`src/rtl/multicycle_control_fsm_if.sv`:
```
// Control bundle between the multicycle control FSM and the RV32I datapath.
// Memory handshake: mem_req is valid and mem_ready is ready. Once mem_req is
// raised, mem_req, mem_write and adr_src stay stable until the cycle where
// mem_ready is high. That cycle completes the transfer.
interface multicycle_control_fsm_if #(
  parameter int CNT_WIDTH = 32
);
  logic [6:0]           opcode;
  logic                 branch_taken;
  logic                 mem_ready;
  logic                 mem_req;
  logic                 mem_write;
  logic                 adr_src;
  logic                 ir_write;
  logic                 pc_write;
  logic                 reg_write;
  logic [1:0]           alu_src_a;
  logic [1:0]           alu_src_b;
  logic [1:0]           result_src;
  logic                 force_add;
  logic                 illegal_instr;
  logic [3:0]           state;
  logic [CNT_WIDTH-1:0] instr_retired;

  // Controller side
  modport master (
    input  opcode, branch_taken, mem_ready,
    output mem_req, mem_write, adr_src, ir_write, pc_write, reg_write,
           alu_src_a, alu_src_b, result_src, force_add, illegal_instr,
           state, instr_retired
  );

  // Datapath / memory side
  modport slave (
    output opcode, branch_taken, mem_ready,
    input  mem_req, mem_write, adr_src, ir_write, pc_write, reg_write,
           alu_src_a, alu_src_b, result_src, force_add, illegal_instr,
           state, instr_retired
  );
endinterface

```
`src/rtl/multicycle_control_fsm.sv`:
```
// Main control FSM for the multicycle RV32I core: sequences fetch, decode,
// execute, memory and writeback, and counts retired instructions.
module multicycle_control_fsm #(
  parameter int CNT_WIDTH = 32
) (
  input  logic                      clk,
  input  logic                      reset,
  multicycle_control_fsm_if.master  bus
);

  typedef enum logic [3:0] {
    FETCH    = 4'd0,
    DECODE   = 4'd1,
    MEMADR   = 4'd2,
    MEMREAD  = 4'd3,
    MEMWB    = 4'd4,
    MEMWRITE = 4'd5,
    EXECR    = 4'd6,
    EXECI    = 4'd7,
    ALUWB    = 4'd8,
    BRANCH   = 4'd9,
    JUMP     = 4'd10,
    JALR     = 4'd11,
    LUI      = 4'd12,
    TRAP     = 4'd15
  } state_t;

  localparam logic [6:0] OP_R     = 7'b0110011;
  localparam logic [6:0] OP_I     = 7'b0010011;
  localparam logic [6:0] OP_LOAD  = 7'b0000011;
  localparam logic [6:0] OP_JALR  = 7'b1100111;
  localparam logic [6:0] OP_STORE = 7'b0100011;
  localparam logic [6:0] OP_B     = 7'b1100011;
  localparam logic [6:0] OP_J     = 7'b1101111;
  localparam logic [6:0] OP_AUIPC = 7'b0010111;
  localparam logic [6:0] OP_LUI   = 7'b0110111;

  state_t               state_q, state_d;
  logic [CNT_WIDTH-1:0] retired_q;

  logic       mem_req, mem_write, adr_src, ir_write, reg_write, force_add;
  logic       pc_update, branch, retire;
  logic [1:0] alu_src_a, alu_src_b, result_src;

  // State register; reset always returns to FETCH, even mid memory request
  always_ff @(posedge clk) begin
    if (reset) state_q <= FETCH;
    else       state_q <= state_d;
  end

  // Retired-instruction counter; wraps naturally at 2^CNT_WIDTH
  always_ff @(posedge clk) begin
    if (reset)       retired_q <= '0;
    else if (retire) retired_q <= retired_q + 1'b1;
  end

  // Next-state and control decode; unlisted controls default to 0
  always_comb begin
    state_d    = state_q;
    mem_req    = 1'b0;
    mem_write  = 1'b0;
    adr_src    = 1'b0;
    ir_write   = 1'b0;
    reg_write  = 1'b0;
    force_add  = 1'b0;
    pc_update  = 1'b0;
    branch     = 1'b0;
    retire     = 1'b0;
    alu_src_a  = 2'b00;
    alu_src_b  = 2'b00;
    result_src = 2'b00;
    case (state_q)
      FETCH: begin
        // PC <= PC+4 on the live ALU result in the same cycle IR loads
        mem_req    = 1'b1;
        alu_src_b  = 2'b10;
        result_src = 2'b10;
        force_add  = 1'b1;
        ir_write   = bus.mem_ready;
        pc_update  = bus.mem_ready;
        if (bus.mem_ready) state_d = DECODE;
      end
      DECODE: begin
        // Precompute OldPC+imm: branch target, jal target and auipc result
        alu_src_a = 2'b01;
        alu_src_b = 2'b01;
        force_add = 1'b1;
        case (bus.opcode)
          OP_LOAD, OP_STORE: state_d = MEMADR;
          OP_R:              state_d = EXECR;
          OP_I:              state_d = EXECI;
          OP_B:              state_d = BRANCH;
          OP_J:              state_d = JUMP;
          OP_JALR:           state_d = JALR;
          OP_LUI:            state_d = LUI;
          OP_AUIPC:          state_d = ALUWB;
          default:           state_d = TRAP;
        endcase
      end
      MEMADR: begin
        alu_src_a = 2'b10;
        alu_src_b = 2'b01;
        force_add = 1'b1;
        state_d   = (bus.opcode == OP_STORE) ? MEMWRITE : MEMREAD;
      end
      MEMREAD: begin
        mem_req = 1'b1;
        adr_src = 1'b1;
        if (bus.mem_ready) state_d = MEMWB;
      end
      MEMWB: begin
        result_src = 2'b01;
        reg_write  = 1'b1;
        retire     = 1'b1;
        state_d    = FETCH;
      end
      MEMWRITE: begin
        mem_req   = 1'b1;
        mem_write = 1'b1;
        adr_src   = 1'b1;
        if (bus.mem_ready) begin
          retire  = 1'b1;
          state_d = FETCH;
        end
      end
      EXECR: begin
        alu_src_a = 2'b10;
        state_d   = ALUWB;
      end
      EXECI: begin
        alu_src_a = 2'b10;
        alu_src_b = 2'b01;
        state_d   = ALUWB;
      end
      LUI: begin
        // zero + imm through the adder
        alu_src_a = 2'b11;
        alu_src_b = 2'b01;
        force_add = 1'b1;
        state_d   = ALUWB;
      end
      ALUWB: begin
        reg_write = 1'b1;
        retire    = 1'b1;
        state_d   = FETCH;
      end
      BRANCH: begin
        // ALU compares rs1/rs2 while ALUOut still holds the target
        alu_src_a = 2'b10;
        branch    = 1'b1;
        retire    = 1'b1;
        state_d   = FETCH;
      end
      JALR: begin
        alu_src_a = 2'b10;
        alu_src_b = 2'b01;
        force_add = 1'b1;
        state_d   = JUMP;
      end
      JUMP: begin
        // PC <= ALUOut (target) while the ALU forms OldPC+4 for rd
        alu_src_a = 2'b01;
        alu_src_b = 2'b10;
        force_add = 1'b1;
        pc_update = 1'b1;
        state_d   = ALUWB;
      end
      TRAP:    state_d = TRAP;
      default: state_d = TRAP;
    endcase
  end

  // Output drive; everything reads as zero while reset is held
  assign bus.mem_req       = !reset && mem_req;
  assign bus.mem_write     = !reset && mem_write;
  assign bus.adr_src       = !reset && adr_src;
  assign bus.ir_write      = !reset && ir_write;
  assign bus.pc_write      = !reset && (pc_update || (branch && bus.branch_taken));
  assign bus.reg_write     = !reset && reg_write;
  assign bus.force_add     = !reset && force_add;
  assign bus.alu_src_a     = reset ? 2'b00 : alu_src_a;
  assign bus.alu_src_b     = reset ? 2'b00 : alu_src_b;
  assign bus.result_src    = reset ? 2'b00 : result_src;
  assign bus.illegal_instr = !reset && (state_q == TRAP);
  assign bus.state         = reset ? 4'd0 : state_q;
  assign bus.instr_retired = reset ? '0 : retired_q;

endmodule

```
`src/flat_wrapper.sv`:
```
// flat-port wrapper written by rule: the top's interface ports become plain ports
module multicycle_control_fsm_flat 
#(
  parameter int CNT_WIDTH = 32
)
  (clk, reset, bus_opcode, bus_branch_taken, bus_mem_ready, bus_mem_req, bus_mem_write, bus_adr_src, bus_ir_write, bus_pc_write, bus_reg_write, bus_alu_src_a, bus_alu_src_b, bus_result_src, bus_force_add, bus_illegal_instr, bus_state, bus_instr_retired);
  multicycle_control_fsm_if #(.CNT_WIDTH(CNT_WIDTH)) bus_i ();
  input  logic clk;
  input  logic reset;
  input wire logic [$bits(bus_i.opcode)-1:0] bus_opcode;
  input wire logic [$bits(bus_i.branch_taken)-1:0] bus_branch_taken;
  input wire logic [$bits(bus_i.mem_ready)-1:0] bus_mem_ready;
  output wire logic [$bits(bus_i.mem_req)-1:0] bus_mem_req;
  output wire logic [$bits(bus_i.mem_write)-1:0] bus_mem_write;
  output wire logic [$bits(bus_i.adr_src)-1:0] bus_adr_src;
  output wire logic [$bits(bus_i.ir_write)-1:0] bus_ir_write;
  output wire logic [$bits(bus_i.pc_write)-1:0] bus_pc_write;
  output wire logic [$bits(bus_i.reg_write)-1:0] bus_reg_write;
  output wire logic [$bits(bus_i.alu_src_a)-1:0] bus_alu_src_a;
  output wire logic [$bits(bus_i.alu_src_b)-1:0] bus_alu_src_b;
  output wire logic [$bits(bus_i.result_src)-1:0] bus_result_src;
  output wire logic [$bits(bus_i.force_add)-1:0] bus_force_add;
  output wire logic [$bits(bus_i.illegal_instr)-1:0] bus_illegal_instr;
  output wire logic [$bits(bus_i.state)-1:0] bus_state;
  output wire logic [$bits(bus_i.instr_retired)-1:0] bus_instr_retired;
  assign bus_i.opcode = bus_opcode;
  assign bus_i.branch_taken = bus_branch_taken;
  assign bus_i.mem_ready = bus_mem_ready;
  assign bus_mem_req = bus_i.mem_req;
  assign bus_mem_write = bus_i.mem_write;
  assign bus_adr_src = bus_i.adr_src;
  assign bus_ir_write = bus_i.ir_write;
  assign bus_pc_write = bus_i.pc_write;
  assign bus_reg_write = bus_i.reg_write;
  assign bus_alu_src_a = bus_i.alu_src_a;
  assign bus_alu_src_b = bus_i.alu_src_b;
  assign bus_result_src = bus_i.result_src;
  assign bus_force_add = bus_i.force_add;
  assign bus_illegal_instr = bus_i.illegal_instr;
  assign bus_state = bus_i.state;
  assign bus_instr_retired = bus_i.instr_retired;
  multicycle_control_fsm #(.CNT_WIDTH(CNT_WIDTH)) u_core (.clk(clk), .reset(reset), .bus(bus_i));
endmodule
```
`config.mk`:
```
export PLATFORM = sky130hd
export DESIGN_NAME = multicycle_control_fsm_flat
export DESIGN_NICKNAME = d
export VERILOG_FILES = /design/src/rtl/multicycle_control_fsm_if.sv /design/src/rtl/multicycle_control_fsm.sv /design/src/flat_wrapper.sv
export SDC_FILE = /design/constraint.sdc
export NUM_CORES = 1
export LEC_CHECK = 0
export CAP_MARGIN = 20
export CORE_ASPECT_RATIO = 0.75
export CORE_MARGIN = 2
export CORE_UTILIZATION = 25
export DETAILED_ROUTE_END_ITERATION = 16
export PLACE_DENSITY = 0.58
export SETUP_SLACK_MARGIN = 0.5
export SKIP_CTS_REPAIR_TIMING = 1
export SYNTH_ARGS = -nofsm -noshare
export SYNTH_HDL_FRONTEND = slang
export SYNTH_SLANG_ARGS = --single-unit
```
`constraint.sdc`:
```
create_clock -name clk -period 3.8 [get_ports clk]
set_clock_uncertainty 0.05 [all_clocks]
set_input_delay 0.76 -clock clk [delete_from_list [all_inputs] [get_ports clk]]
set_output_delay 0.76 -clock clk [all_outputs]
set_load 0.03 [all_outputs]
```
==> metrics.txt, run 1 <==
initial antenna violation count 0; Clock Power Share 0.279; Compound-Gate Fraction of Synth Area 0.130; First DRT Iteration DRCs about 130; CTS tree built; Startpoint Class primary input; normalized max-slew margin 0.668; GRT Total Usage 0.129; Placer Congestion 0.864; power per cell area 511 nW/um^2; WP data required 2.99 ns; Reg clk slew, reported paths 0.05 ns; YS warnings 0; first-pass GRT wire length roughly 11 mm; post-synth top area share 0.300; syn avg cell area between 7 and 8 sq um; Slowest cell on crit path clkdlybuf4s50_1; register area share after synthesis 0.300; Top delay family on crit path buffers and inverters; Routed Antenna Nets 0; setup_tns 0 ns; crit path kind primary input to output pin; crit path DAT roughly 2.4 ns; Die Y-Extent 88.9 microns; H-tree level count 2; status completed; syn nets between 300 and 400; largest family of logic cells by synthesized area simple AND/OR/NAND/NOR gates; clock latency at the later pin of the worst-skew pair 0.28 ns; top_reg_cell synth dfxtp_1; switching share of power 0.404; DIE AREA between 10,000 and 15,000 sq um; Slew Viols, Final 0; ys async rst share 0; max incr delay on CP around 0.66 ns; port buffer count 60; met1 Use GR 0.197; Mapped Area roughly 2400 sq um; Final Hold Fails 0; VDD IR-drop max about 0.23 mV; initial core utilization 0.261; core area around 9200 sq um; final WL 6.67 mm; Seq cells post-synth 36; Synth cell types 52; Net count, final approximately 380; combinational share of power 0.436; Synth Area in Adders 0.00937; final cell utilization of the core 0.356; post-synthesis mux area share 0.0276; design area around 3300 sq um; xor and xnor fraction of the mapped netlist area 0.0838; RSZ-0062 raised after global routing no; NetSw slightly below 700 uW; Via-to-Cell Ratio around 4.9; Clock Sinks 36; Post-DP Area a little over 3000 sq um; Die Wd 117 microns; area leader, netlist dfxtp_1; max frequency 316 MHz; area of the multi-input gates 1560 sq um; Final min period ~3.2 ns; Detailed Place HPWL just under 5 mm; Layout area overhead 36.2%; largest net degree at the start of global routing 50; layout cells sized above 1 0.0784; number of global-route vias before repair 2,199; Max Root-Sink Buffers 2; Syn Inst Count around 320; met3 Use GR 0.0292; DRC Markers 0; EDFF count, synth 0; endpoints failing setup 0; HP Class flop to flop; leakage 1.09 nW; clock buffer count from CTS 5; io pins around 60; Std-Cell Rows 30; Internal Pwr Total ~1000 uW; Cell Chain, Critical Path buf_2 -> or3_1 -> nor3_2 -> and2_1 -> a31o_2 -> clkdlybuf4s50_1; storage element area 723 sq um; CP endpoint kind output pin; Pre-antenna DRT Iters 4; GR Util met2 0.185; GRT Residual Overflow 0; DR WL/cell roughly 13 microns; period utilisation layout 0.834; via count between 2,000 and 2,500; Max FO, Critical Path 3; n_diodes 0; Root Driver clkbuf_16; synth top area cells dfxtp_1, nor2b_1, nor2_1; MaxCap Viol Count 0; simple-gate share of the synthesized area 0.398; filler instances 959; Seq pwr share 0.285; Worst Tran Pin Value between 0.4 and 0.5 ns; final hold slack roughly 0.45 ns; Overall Power around 1.7 mW; WP buf/inv 2; Most Crowded Layer GR met1
-- final timing paths --
path | from | to | slack, ns | cells after the start
hold reg to reg | u_core.retired_q[28] | u_core.retired_q[28] | 0.45 | 2
hold / removal | u_core.retired_q[28] | u_core.retired_q[28] | 0.45 | 2
setup reg to reg | u_core.state_q[3] | u_core.retired_q[22] | 1.32 | 6
setup / recovery | reset | bus_pc_write | 0.63 | 6
-- state kept, by name (all words and copies together) (netlist names) --
signal,cells
u_core.state_q,4
u_core.retired_q,32
-- cells by family (layout without fill, tap and decap cells) --
| group | count (synthesis) | count (layout) |
|---|---|---|
| adder cells (fa/ha/maj) | 2 | 2 |
| AND/OR/NAND/NOR | 174 | 174 |
| AO/OA/AOI/OAI | 49 | 49 |
| multiplexers | 6 | 6 |
| flip-flops | 36 | 36 |
| buffers and inverters | 29 | 80 |
| XOR/XNOR | 23 | 23 |
-- synthesized netlist by cell type (4+ instances only) --
library cell,instances
nand4_1,7
nand2_1,24
dfxtp_1,36
o21ai_0,10
buf_2,4
and3_1,7
nor2b_1,34
xor2_1,6
xnor2_1,17
and4_1,6
or3_1,5
a311oi_1,4
nor3_1,6
inv_1,5
clkbuf_1,14
a21oi_1,18
mux2_2,4
nor4_1,12
nand3_1,10
nor2_1,42
-- metal layers --
layer	routed length, microns	share of wire
met5	0	0
met4	36	0.0054
met3	323	0.048
met2	2770	0.42
met1	3540	0.53
-- layout by cell type (no fill, tap or decap), types with 3 or more instances in the layout --
| master | n |
|---|---|
| and2_1 | 3 |
| nand2b_1 | 3 |
| nand2_1 | 24 |
| nor2_1 | 42 |
| inv_1 | 5 |
| xor2_1 | 6 |
| a31o_2 | 3 |
| nor3_1 | 5 |
| nand4_1 | 7 |
| o21ai_0 | 10 |
| xnor2_1 | 17 |
| and3_1 | 7 |
| nor4_1 | 12 |
| mux2_2 | 4 |
| nand3_1 | 10 |
| and4_1 | 6 |
| a21oi_1 | 18 |
| a311oi_1 | 4 |
| buf_4 | 6 |
| clkdlybuf4s50_1 | 59 |
| or3_1 | 5 |
| clkbuf_16 | 5 |
| nor2b_1 | 34 |
| dfxtp_1 | 34 |
| nand3b_1 | 3 |
-- per-stage QoR --
step	instances	setup WS (ns)
CTS	498	0.551
detailed placement	490	0.613
floorplan	319	0.788
global route	498	0.530
global placement	490	0.630
finish	498	0.632
-- power groups by stage --
stage	clock (mW)	sequential, mW	combinational (mW)
2_1_floorplan	0	0.424	0.556
3_3_place_gp	0	0.479	0.718
3_5_place_dp	0	0.481	0.724
4_1_cts	0.474	0.472	0.726
5_1_grt	0.487	0.484	0.793
6_report	0.466	0.477	0.729
-- worst reg2reg max path: cells and delay by family (launching register included) --
kind                   cells  cell delay [ns]
multiplexers               1             0.33
buffers and inverters      1             0.24
AND/OR/NAND/NOR            3             0.97
flip-flops                 1             0.46
AO/OA/AOI/OAI              1             0.31
-- final cells by class --
| cell class | count | share of cell area |
|---|---|---|
| clock inverter | 2 | 0.0107 |
| timing repair buffer | 66 | 0.196 |
| sequential | 36 | 0.221 |
| tap | 128 | 0.0489 |
| multi-input combinational | 254 | 0.478 |
| clock buffer | 6 | 0.0394 |
| inverter | 6 | 0.00688 |
No activity file was read; power rests on OpenSTA's default activity.
==> inputs of run 2 (changes only) <==
Settings changed: PLACE_DENSITY 0.58 to 0.6.
Clock period 3.8 ns to 2.6 ns, I/O delays scaled along.
==> metrics.txt, run 2 (same netlist as run 1, synthesis figures left out) <==
status completed; Via-to-Cell Ratio around 5; Die Wd roughly 120 microns; Internal Pwr Total about 1.7 mW; first-pass GRT wire length ~11 mm; final WL approximately 7.3 mm; DR WL/cell between 10 and 15 microns; port buffer count 60; Final Hold Fails 0; combinational share of power 0.544; R2R depth 6; Max FO, Critical Path 6; n_diodes 0; crit path to bus_pc_write; First DRT Iteration DRCs a little over 90; fin cells around 520; Detailed Place HPWL 5.19 mm; core area just over 9000 sq um; WP data required between 2 and 2.5 ns; Reg clk slew, reported paths ~0.060 ns; initial antenna violation count 0; NetSw 1.19 mW; Net count, final 406; via count 2,555; Worst Setup SP u_core.state_q[1]; Routed Antenna Nets 0; crit path DAT ~1.7 ns; RR Startpoint u_core.state_q[3]; number of global-route vias before repair ~2,300; Std-Cell Rows 30; Startpoint Class flop; Placer Congestion a little under 0.9; RSZ-0062 raised after global routing yes; crit path kind flop to output pin; initial core utilization 0.261; HP Class flop to flop; top flop regs u_core.retired_q x32, u_core.state_q x4; normalized max-slew margin 0.702; Pre-antenna DRT Iters 4; max frequency 435 MHz; endpoints failing setup 0; DIE AREA 10,400 sq um; switching share of power 0.407; clock latency at the later pin of the worst-skew pair 0.28 ns; Setup WS pre-CTS about 0.043 ns; placed cells 503; final hold slack roughly 0.45 ns; Seq pwr share 0.222; Clock Sinks 36; power per cell area 771 nW/um^2; largest net degree at the start of global routing 22; leakage about 2.0 nW; Root Driver clkbuf_16; Clock Power Share 0.234; DRC Markers 0; Max Root-Sink Buffers 2; Worst R2R Setup Slack roughly 0.52 ns; period utilisation layout 0.885; io pins between 60 and 70; clock buffer count from CTS 5; register with the most flip-flops u_core.retired_q; CTS tree built; Slew Viols, Final 0; Die Y-Extent 88.9 microns; max reg flops 32; CP endpoint kind output pin; layout cells sized above 1 0.256; MaxCap Viol Count 0; Final min period ~2.3 ns; most frequent cells in the layout dlymetal6s2s_1, nor2_1, nor2b_1; commonest non-fill, non-tap cell in the layout dlymetal6s2s_1; Worst Tran Pin Value ~0.44 ns; VDD IR-drop max ~0.32 mV; GRT Residual Overflow 0; Layout area overhead 58.4%; H-tree level count 2; GRT Total Usage 0.138; capturing point of the worst reg2reg path u_core.retired_q[24]; Final WS setup 0.300 ns
## run 2: worst min-delay path by stage
stage	startpoint	end	slack, ns	depth (start not counted)
3_3_place_gp	u_core.retired_q[28]	u_core.retired_q[28]	0.43	2
4_1_cts	u_core.retired_q[28]	u_core.retired_q[28]	0.45	2
6_report	u_core.retired_q[28]	u_core.retired_q[28]	0.45	2
3_5_place_dp	u_core.retired_q[28]	u_core.retired_q[28]	0.44	2
5_1_grt	u_core.retired_q[28]	u_core.retired_q[28]	0.48	2
2_1_floorplan	u_core.retired_q[28]	u_core.retired_q[28]	0.41	2
## run 2: layer usage
layer	up-vias	GRT usage	wire [microns]
li1	1280	-	-
met3	10	0.0319	462
met2	69	0.195	3100
met5	-	0	0
met4	0	0.0417	92
met1	1196	0.205	3620
## run 2: cell type report
| type | instances | area (sq um) |
|---|---|---|
| Tap cell | 128 | 160 |
| Inverter | 6 | 27.5 |
| Timing Repair Buffer | 91 | 963 |
| Sequential cell | 36 | 731 |
| Fill cell | 941 | 5390 |
| Clock inverter | 3 | 42.5 |
| Clock buffer | 5 | 125 |
| Multi-Input combinational cell | 254 | 1760 |
## run 2: power groups by stage
stage / clock [mW] / combinational [mW] / sequential [mW]
global route: 0.731 / 1.71 / 0.658
global placement: 0 / 1.26 / 0.644
finish: 0.688 / 1.60 / 0.651
detailed placement: 0 / 1.27 / 0.646
floorplan: 0 / 0.930 / 0.620
CTS: 0.701 / 1.27 / 0.634
## run 2: stage by stage
step | area [sq um] | util | setup TNS [ns] | total power [mW]
2_1_floorplan | 2500 | - | 0 | 1.55
3_3_place_gp | 3270 | 0.356 | 0 | 1.91
3_5_place_dp | 3270 | 0.356 | 0 | 1.92
4_1_cts | 3440 | 0.374 | -0.0432 | 2.61
5_1_grt | 3810 | 0.414 | 0 | 3.10
6_report | 3810 | 0.414 | 0 | 2.94
## run 2: worst max-delay path: stages, from the launching register on
cell and delay [ns]:
dfxtp_2 0.33, buf_6 0.13, or3_4 0.40, nor3_4 0.19
and2_4 0.18, a31o_4 0.09, buf_6 0.12
==> inputs of run 3 (changes only) <==
--- a/constraint.sdc
+++ b/constraint.sdc
@@ -4,2 +4,2 @@
 set_output_delay 0.52 -clock clk [all_outputs]
-set_load 0.03 [all_outputs]
+set_load 0.1 [all_outputs]
==> metrics.txt, run 3 (same netlist as run 1, synthesis figures left out) <==
DR WL/cell roughly 15 microns; HP Class flop to flop; Layout area overhead 97.4%; port buffer count 60; largest net degree at the start of global routing 80; Slowest cell on crit path or3_4; fin cells 540; Most Crowded Layer GR met1; commonest non-fill, non-tap cell in the layout buf_12; Placer Congestion between 0.7 and 0.8; Final WS setup approximately 0.35 ns; placed cells 493; max reg flops 32; leakage 1.67 nW; clock latency at the later pin of the worst-skew pair 0.28 ns; power per cell area roughly 870 nW/um^2; top flop regs u_core.retired_q x32, u_core.state_q x4; most frequent cells in the layout buf_12, nor2_1, buf_4; Routed Antenna Nets 0; met3 Use GR 0.0305; CP endpoint kind output pin; Max FO, Critical Path 8; Clock Sinks 36; CTS tree built; Startpoint Class flop; Final min period about 2.2 ns; Die Wd between 100 and 150 microns; VDD IR-drop max between 0.5 and 0.6 mV; normalized max-slew margin 0.713; endpoints failing setup 0; Std-Cell Rows 30; DIE AREA 10,400 sq um; clock buffer count from CTS 5; core area just over 9000 sq um; layout cells sized above 1 0.478; final WL around 8.3 mm; Setup WS pre-CTS 0.0791 ns; crit path DAT between 1.5 and 2 ns; crit path kind flop to output pin; max frequency 445 MHz; register with the most flip-flops u_core.retired_q; n_diodes 0; initial antenna violation count 0; Cell Chain, Critical Path or3_4 -> nor3_4 -> and2_4 -> a31o_4 -> buf_12; First DRT Iteration DRCs between 200 and 300; GR Util met2 0.193; RSZ-0062 raised after global routing yes; Final Hold Fails 0; via count 2,690; max incr delay on CP approximately 0.4 ns; Pre-antenna DRT Iters 5; MaxCap Viol Count 0; first-pass GRT wire length between 10 and 15 mm; H-tree level count 2; Root Driver clkbuf_16; initial core utilization 0.261; status completed; Max Root-Sink Buffers 2; WP data required approximately 2.0 ns; final hold slack around 0.47 ns; GRT Residual Overflow 0; number of global-route vias before repair between 2,000 and 2,500; Reg clk slew, reported paths about 0.06 ns; Slew Viols, Final 0; Detailed Place HPWL between 5 and 6 mm; period utilisation layout 0.864; Net count, final approximately 420; met1 Use GR 0.218; Via-to-Cell Ratio 4.98; Die Y-Extent just under 90 microns; Worst R2R Setup Slack 0.51 ns; DRC Markers 0; GRT Total Usage 0.140; io pins just over 60; Worst Tran Pin Value 0.426 ns
## run 3: cell count changes in the layout (fill, tap and decap cells not counted), moves of 3 or more
cell	before	now
buf_4	25	33
dlymetal6s2s_1	38	1
nor2b_1	33	2
nand2_1	21	18
clkbuf_2	3	0
nor2_4	2	6
nor2b_2	1	8
nor2b_4	0	24
buf_12	0	55
buf_6	14	8
dfxtp_1	32	29
## run 3: final cells by class
cell class	instances	area [sq um]
Fill cell	771	4450
Multi-Input combinational cell	254	2030
Timing Repair Buffer	108	1610
Sequential cell	36	739
Tap cell	128	160
Clock buffer	7	153
Clock inverter	1	30.0
Inverter	6	30.0
## run 3: worst paths after layout
| check | from | end | depth (start not counted) |
|---|---|---|---|
| max | u_core.state_q[0] | bus_pc_write | 5 |
| min | u_core.retired_q[28] | u_core.retired_q[28] | 2 |
| max reg2reg | u_core.state_q[0] | u_core.retired_q[31] | 6 |
| min reg2reg | u_core.retired_q[28] | u_core.retired_q[28] | 2 |
## run 3: metal layers
layer | routed length, microns | vias up
li1 | - | 1320
met1 | 3910 | 1263
met2 | 3760 | 93
met3 | 542 | 14
met4 | 80 | 0
met5 | 0 | -
## run 3: worst max-delay path: cells and delay by family (launching register included)
kind | cells | cell delay, ns
AND/OR/NAND/NOR | 3 | 0.74
AO/OA/AOI/OAI | 1 | 0.11
flip-flops | 1 | 0.39
buffers and inverters | 1 | 0.17
## run 3: where the power goes
part	total, mW	switching (mW)	internal, mW	leakage (nW)
sequential	0.680	0.0743	0.606	0.295
clock	0.731	0.226	0.505	0.0901
combinational	2.73	1.57	1.16	1.29
total	4.14	1.87	2.27	1.67
## run 3: per-stage QoR
stage | utilization | TNS, ns | power [mW] | area (sq um)
after floorplan | - | -1.13 | 2.20 | 2880
after global placement | 0.436 | 0 | 2.70 | 4010
after detailed placement | 0.436 | 0 | 2.71 | 4010
after CTS | 0.456 | -0.0232 | 3.44 | 4190
after global routing | 0.516 | 0 | 4.29 | 4750
final | 0.516 | 0 | 4.14 | 4750
